### src/rtl/pipe_pkg.sv
// Shared definitions for the generic CPU pipeline stage register.
// State encodings double as the occupancy value driven to the outside.
package pipe_pkg;

    typedef enum logic [1:0] {
        ST_EMPTY = 2'd0,
        ST_ONE   = 2'd1,
        ST_TWO   = 2'd2
    } stageSt_e;

    // addi x0, x0, 0
    localparam logic [31:0] NOP = 32'h0000_0013;

endpackage

### src/rtl/pipe_stage_skid_if.sv
// Valid/ready handshake bundle carrying an opaque payload.
// The producer side uses master, the consumer side uses slave.
interface pipe_stage_skid_if #(
    parameter int DATA_W = 32
);

    logic              valid;
    logic              ready;
    logic [DATA_W-1:0] data;

    modport master (
        output valid,
        output data,
        input  ready
    );

    modport slave (
        input  valid,
        input  data,
        output ready
    );

endinterface

### src/rtl/pipe_stage_skid_sat_counter.sv
// Saturating up-counter with synchronous clear.
// Sticks at all-ones instead of wrapping.
module sat_counter #(
    parameter int W = 16
) (
    input  logic         clk,
    input  logic         rst_n,
    input  logic         inc,
    input  logic         clear,
    output logic [W-1:0] count
);

    always_ff @(posedge clk or negedge rst_n) begin
        if (!rst_n) begin
            count <= '0;
        end else if (clear) begin
            count <= '0;
        end else if (inc && (count != {W{1'b1}})) begin
            count <= count + W'(1);
        end
    end

endmodule

### src/rtl/pipe_stage_skid.sv
// Generic pipeline stage register: valid/ready handshake, optional skid
// entry, flush with bubble insertion and a flush-event counter.
module pipe_stage_skid
    import pipe_pkg::*;
#(
    parameter int                DATA_W      = 32,
    parameter bit                SKID_EN     = 1'b1,
    parameter logic [DATA_W-1:0] BUBBLE_DATA = '0,
    parameter int                CNT_W       = 16
) (
    input  logic             clk,
    input  logic             rst_n,
    input  logic             flush,
    pipe_stage_skid_if.slave  inBus,
    pipe_stage_skid_if.master outBus,
    output logic [1:0]       occupancy,
    output logic [CNT_W-1:0] flush_cnt
);

    stageSt_e          state;
    logic              outValid;
    logic [DATA_W-1:0] outData;
    logic              inReady;
    logic              inFire;
    logic              outFire;

    assign inFire       = inBus.valid & inReady;
    assign outFire      = outValid & outBus.ready;
    assign inBus.ready  = inReady;
    assign outBus.valid = outValid;
    assign outBus.data  = outData;
    assign occupancy    = state;

    if (SKID_EN) begin : gSkid
        logic [DATA_W-1:0] skidData;
        logic              readyQ;

        assign inReady = readyQ;

        always_ff @(posedge clk or negedge rst_n) begin
            if (!rst_n) begin
                state    <= ST_EMPTY;
                outValid <= 1'b0;
                outData  <= BUBBLE_DATA;
                skidData <= '0;
                readyQ   <= 1'b1;
            end else if (flush) begin
                state    <= ST_EMPTY;
                outValid <= 1'b0;
                outData  <= BUBBLE_DATA;
                readyQ   <= 1'b1;
            end else begin
                unique case (state)
                    ST_EMPTY: begin
                        if (inFire) begin
                            state    <= ST_ONE;
                            outValid <= 1'b1;
                            outData  <= inBus.data;
                        end
                    end
                    ST_ONE: begin
                        if (inFire && !outFire) begin
                            state    <= ST_TWO;
                            skidData <= inBus.data;
                            readyQ   <= 1'b0;
                        end else if (!inFire && outFire) begin
                            state    <= ST_EMPTY;
                            outValid <= 1'b0;
                            outData  <= BUBBLE_DATA;
                        end else if (inFire && outFire) begin
                            outData  <= inBus.data;
                        end
                    end
                    ST_TWO: begin
                        // in_ready is low here, so only the drain can happen
                        if (outFire) begin
                            state    <= ST_ONE;
                            outData  <= skidData;
                            readyQ   <= 1'b1;
                        end
                    end
                    default: begin
                        state    <= ST_EMPTY;
                        outValid <= 1'b0;
                        outData  <= BUBBLE_DATA;
                        readyQ   <= 1'b1;
                    end
                endcase
            end
        end
    end else begin : gNoSkid
        assign inReady = !outValid | outBus.ready;

        always_ff @(posedge clk or negedge rst_n) begin
            if (!rst_n) begin
                state    <= ST_EMPTY;
                outValid <= 1'b0;
                outData  <= BUBBLE_DATA;
            end else if (flush) begin
                state    <= ST_EMPTY;
                outValid <= 1'b0;
                outData  <= BUBBLE_DATA;
            end else if (inFire) begin
                state    <= ST_ONE;
                outValid <= 1'b1;
                outData  <= inBus.data;
            end else if (outFire) begin
                state    <= ST_EMPTY;
                outValid <= 1'b0;
                outData  <= BUBBLE_DATA;
            end
        end
    end

    sat_counter #(
        .W (CNT_W)
    ) uFlushCnt (
        .clk   (clk),
        .rst_n (rst_n),
        .inc   (flush & ((state != ST_EMPTY) | inFire)),
        .clear (1'b0),
        .count (flush_cnt)
    );

endmodule

### src/flat_wrapper.sv
// flat-port wrapper written by rule: the top's interface ports become plain ports
module pipe_stage_skid_flat import pipe_pkg::*;
#(
    parameter int                DATA_W      = 32,
    parameter bit                SKID_EN     = 1'b1,
    parameter logic [DATA_W-1:0] BUBBLE_DATA = '0,
    parameter int                CNT_W       = 16
)
  (clk, rst_n, flush, occupancy, flush_cnt, inBus_valid, inBus_data, inBus_ready, outBus_valid, outBus_data, outBus_ready);
  pipe_stage_skid_if #(.DATA_W(DATA_W)) inBus_i ();
  pipe_stage_skid_if #(.DATA_W(DATA_W)) outBus_i ();
  input  logic clk;
  input  logic rst_n;
  input  logic flush;
  output logic [1:0] occupancy;
  output logic [CNT_W-1:0] flush_cnt;
  input wire logic [$bits(inBus_i.valid)-1:0] inBus_valid;
  input wire logic [$bits(inBus_i.data)-1:0] inBus_data;
  output wire logic [$bits(inBus_i.ready)-1:0] inBus_ready;
  output wire logic [$bits(outBus_i.valid)-1:0] outBus_valid;
  output wire logic [$bits(outBus_i.data)-1:0] outBus_data;
  input wire logic [$bits(outBus_i.ready)-1:0] outBus_ready;
  assign inBus_i.valid = inBus_valid;
  assign inBus_i.data = inBus_data;
  assign inBus_ready = inBus_i.ready;
  assign outBus_valid = outBus_i.valid;
  assign outBus_data = outBus_i.data;
  assign outBus_i.ready = outBus_ready;
  pipe_stage_skid #(.DATA_W(DATA_W), .SKID_EN(SKID_EN), .BUBBLE_DATA(BUBBLE_DATA), .CNT_W(CNT_W)) u_core (.clk(clk), .rst_n(rst_n), .flush(flush), .inBus(inBus_i), .outBus(outBus_i), .occupancy(occupancy), .flush_cnt(flush_cnt));
endmodule
### config.mk
export PLATFORM = sky130hd
export DESIGN_NAME = pipe_stage_skid_flat
export DESIGN_NICKNAME = d
export VERILOG_FILES = /design/src/rtl/pipe_pkg.sv /design/src/rtl/pipe_stage_skid_if.sv /design/src/rtl/pipe_stage_skid_sat_counter.sv /design/src/rtl/pipe_stage_skid.sv /design/src/flat_wrapper.sv
export SDC_FILE = /design/constraint.sdc
export NUM_CORES = 1
export LEC_CHECK = 0
export BUFFER_PORTS_ARGS = -buffer_cell sky130_fd_sc_hd__buf_2
export CAP_MARGIN = 5
export CELL_PAD_IN_SITES_DETAIL_PLACEMENT = 1
export CELL_PAD_IN_SITES_GLOBAL_PLACEMENT = 2
export CORE_ASPECT_RATIO = 0.75
export CORE_MARGIN = 8
export CORE_UTILIZATION = 35
export DETAILED_ROUTE_END_ITERATION = 10
export PLACE_DENSITY = 0.76
export SETUP_SLACK_MARGIN = 0.15
export SYNTH_ARGS = -nofsm -noshare
export SYNTH_HDL_FRONTEND = slang
export SYNTH_SLANG_ARGS = --single-unit
### constraint.sdc
create_clock -name clk -period 2.04 [get_ports clk]
set_input_delay 0.408 -clock clk [delete_from_list [all_inputs] [get_ports clk]]
set_output_delay 0.408 -clock clk [all_outputs]
set_load 0.05 [all_outputs]
==> impl_metrics.env <==
export IMPL_status="finished clean"
export IMPL_cp_cell_sequence="nand2_4, inv_4, ha_4, buf_6, nand2_4, nor2_4, buf_6, buf_6, buf_16, mux2_4"
export IMPL_final_max_slew_violation_count=0
export IMPL_power_frac_comb=0.350
export IMPL_setup_viol=0
export IMPL_synth_async_sr_flop_share=1.00
export IMPL_antenna_left=0
export IMPL_cts_buffer_depth=2
export IMPL_gr_usage_all_layers=0.159
export IMPL_die_h_um=111
export IMPL_grt_max_degree=39
export IMPL_numPortBuffers=88
export IMPL_fin_hold_ws_ns=0.0575
export IMPL_cts_tree="built"
export IMPL_synth_seq_cells=84
export IMPL_fin_skew_ns=0.00572
export IMPL_cts_root_buf="clkbuf_16"
export IMPL_ys_dominant_reg_cell="dfrtp_1"
export IMPL_crit_fanout=6
export IMPL_r2r_cells=10
export IMPL_max_stage_delay_ns=0.63
export IMPL_coreArea_um2=11600
export IMPL_die_area_um2=15700
export IMPL_nets=501
export IMPL_synth_avg_cell_area_um2=11.7
export IMPL_start_kind="flop"
export IMPL_synth_edff_count=0
export IMPL_n_antenna_cell=0
export IMPL_stdcell_area_um2=5500
export IMPL_hold_class="in -> async"
export IMPL_p_int_mw=3.92
export IMPL_drive_gt1_frac=0.409
export IMPL_synth_yosys_seq_area_share=0.504
export IMPL_place_congestion=0.724
export IMPL_placed_cells=596
export IMPL_area_delta_synth_final_pct=31.7
export IMPL_numCtsBuffers=9
export IMPL_required_ns=2.26
export IMPL_seqPwrFrac=0.410
export IMPL_ioPinCount=89
export IMPL_drc=0
export IMPL_slew_headroom=0.636
export IMPL_via_count=3250
export IMPL_final_common_cell="buf_2"
export IMPL_ctsHoldBuffers=0
export IMPL_finalNonFillerCells=627
export IMPL_p_leak_nw=2.62
export IMPL_yosysWarnings=0
export IMPL_routed_wl_um=12200
export IMPL_finalHoldViolations=0
export IMPL_firstDrtPassIters=4
export IMPL_synth_distinct_cells=47
export IMPL_path_class="reg -> reg"
export IMPL_path_buf_inv=5
export IMPL_grt_pass1_vias=3517
export IMPL_die_w_um=142
export IMPL_hpwlAfterDp_um=7860
export IMPL_h_tree_depth=3
export IMPL_cpMostUsedCell="buf_6"
export IMPL_power_mw=6.19
export IMPL_cap_violations=0
export IMPL_worstSkewPairLatency_ns=0.33
export IMPL_critPathArrivalTime_ns=2.17
export IMPL_min_period_over_period=0.960
export IMPL_swShare=0.366
export IMPL_routedWlPerCell_um=19.4
export IMPL_antenna_found_initial=0
export IMPL_max_vdd_ir_drop_mv=0.773
export IMPL_postPlaceCellArea_um2=4870
export IMPL_clk_pin_slew_worst_paths_ns=0.06
export IMPL_r2r_slack_ns=0.08
export IMPL_cp_top_family="flip-flops"
export IMPL_grt_pass1_wl_um=19900
export IMPL_synth_area_um2=4170
export IMPL_cpMaxStageDelayCell="dfstp_4"
export IMPL_crit_cells=10
export IMPL_tightest_slew_ns=0.545
export IMPL_post_route_util=0.473
export IMPL_drt_vias_per_instance=5.18
export IMPL_rsz0062_at_grt="yes"
export IMPL_fmax_mhz=510
export IMPL_syn_inst=357
export IMPL_period_needed_ns=1.96
export IMPL_switchingPower_mw=2.26
export IMPL_layout_common_cells="buf_2 (87), dfrtp_1 (79), nand2_1 (40)"
export IMPL_crit_path_end_kind="flop"
export IMPL_overflow=0
export IMPL_clock_sinks=84
export IMPL_row_count=34
export IMPL_start_util=0.359
export IMPL_dr_first_iter_drc_count=111
export IMPL_power_density_nw_per_um2=1130
export IMPL_syn_nets=397
export IMPL_clock_power_share=0.239
[cell usage after synthesis, types with 2 or more instances]
| cell | number | area share |
|---|---|---|
| a21oi_1 | 6 | 0.0072 |
| a22o_1 | 32 | 0.067 |
| a31oi_1 | 3 | 0.0045 |
| buf_2 | 7 | 0.0084 |
| buf_4 | 12 | 0.022 |
| clkbuf_1 | 3 | 0.0027 |
| dfrtp_1 | 83 | 0.50 |
| ha_1 | 3 | 0.0090 |
| inv_1 | 5 | 0.0045 |
| mux2_2 | 32 | 0.086 |
| mux2i_1 | 33 | 0.079 |
| nand2_1 | 42 | 0.038 |
| nand3_1 | 2 | 0.0024 |
| nand3b_1 | 2 | 0.0036 |
| nand4_1 | 2 | 0.0030 |
| nand4_2 | 2 | 0.0060 |
| nand4_4 | 2 | 0.010 |
| nor2_1 | 5 | 0.0045 |
| nor2_2 | 3 | 0.0045 |
| nor3_1 | 9 | 0.011 |
| o21ai_0 | 32 | 0.038 |
| o21bai_1 | 3 | 0.0054 |
| xor2_1 | 10 | 0.021 |
[power by group through the flow]
stage	clock, mW	combinational, mW	sequential [mW]
floorplan	0	0.817	3.05
global placement	0	1.86	2.50
detailed placement	0	1.91	2.54
CTS	1.53	2.03	2.51
global route	1.61	2.33	2.61
finish	1.48	2.17	2.54
[worst paths after layout]
check,start,end
worst min register to register,u_core.outBus.data[20],u_core.outBus.data[20]
worst max register to register,u_core.inBus.ready,u_core.gSkid.skidData[3]
worst min-delay path,rst_n,u_core.gSkid.skidData[3]
worst max-delay path,u_core.inBus.ready,u_core.gSkid.skidData[3]
min in group clk,inBus_data[23],u_core.gSkid.skidData[23]
max in group asynchronous,rst_n,u_core.gSkid.skidData[17]
[through the flow]
stage / TNS, ns / worst slack, ns
after floorplan: 0 / 0.133
after global placement: -2.32 / -0.0744
after detailed placement: -4.87 / -0.175
after CTS: 0 / 0.0872
after global routing: 0 / 0.0174
final: 0 / 0.0807
[sequential cells by signal, summed over array words and instances, names as in the netlist]
register,cells
u_core.uFlushCnt.count,16
u_core.gSkid.skidData,32
u_core.inBus.ready,1
u_core.outBus.data,32
u_core.occupancy,2
u_core.outBus.valid,1
[repair_timing]
action                     CTS  global route
setup buffers               12             0
hold endpoints to repair     0             0
pin swaps                    4             3
gates resized for setup     17            29
setup endpoints to repair   64            68
cloned                       4             0
[logic make-up after synthesis]
logic type | after synthesis | share of synthesized area
DFF | 84 | 0.504
adders and majority gates | 3 | 0.00899
xor gates and xnor gates | 11 | 0.0231
AOI/OAI and AO/OA | 82 | 0.137
buffers and inverters | 27 | 0.0372
muxes | 67 | 0.172
and+or+nand+nor | 83 | 0.118
[final cells by class]
class / count / area (um2)
timing repair buffer: 114 / 796
multi-input combinational: 247 / 2100
clock buffer: 13 / 250
sequential: 84 / 2110
inverter: 5 / 21.3
tap: 162 / 203
clock inverter: 2 / 12.5
fill: 1250 / 6120
[worst reg2reg max path, delay by kind of cell, from the launching register on]
family | cells | cell delay (ns)
adder cells (fa/ha/maj) | 1 | 0.13
multiplexers | 1 | 0.30
AND/OR/NAND/NOR | 3 | 0.26
buffers and inverters | 5 | 0.52
flip-flops | 1 | 0.63
[metal layers]
layer,routed length (um),global-route usage
met5,0,0
met4,89,0.0350
met3,562,0.0439
met2,5680,0.251
met1,5850,0.213
Note: power is estimated with default switching activity, not from simulation.
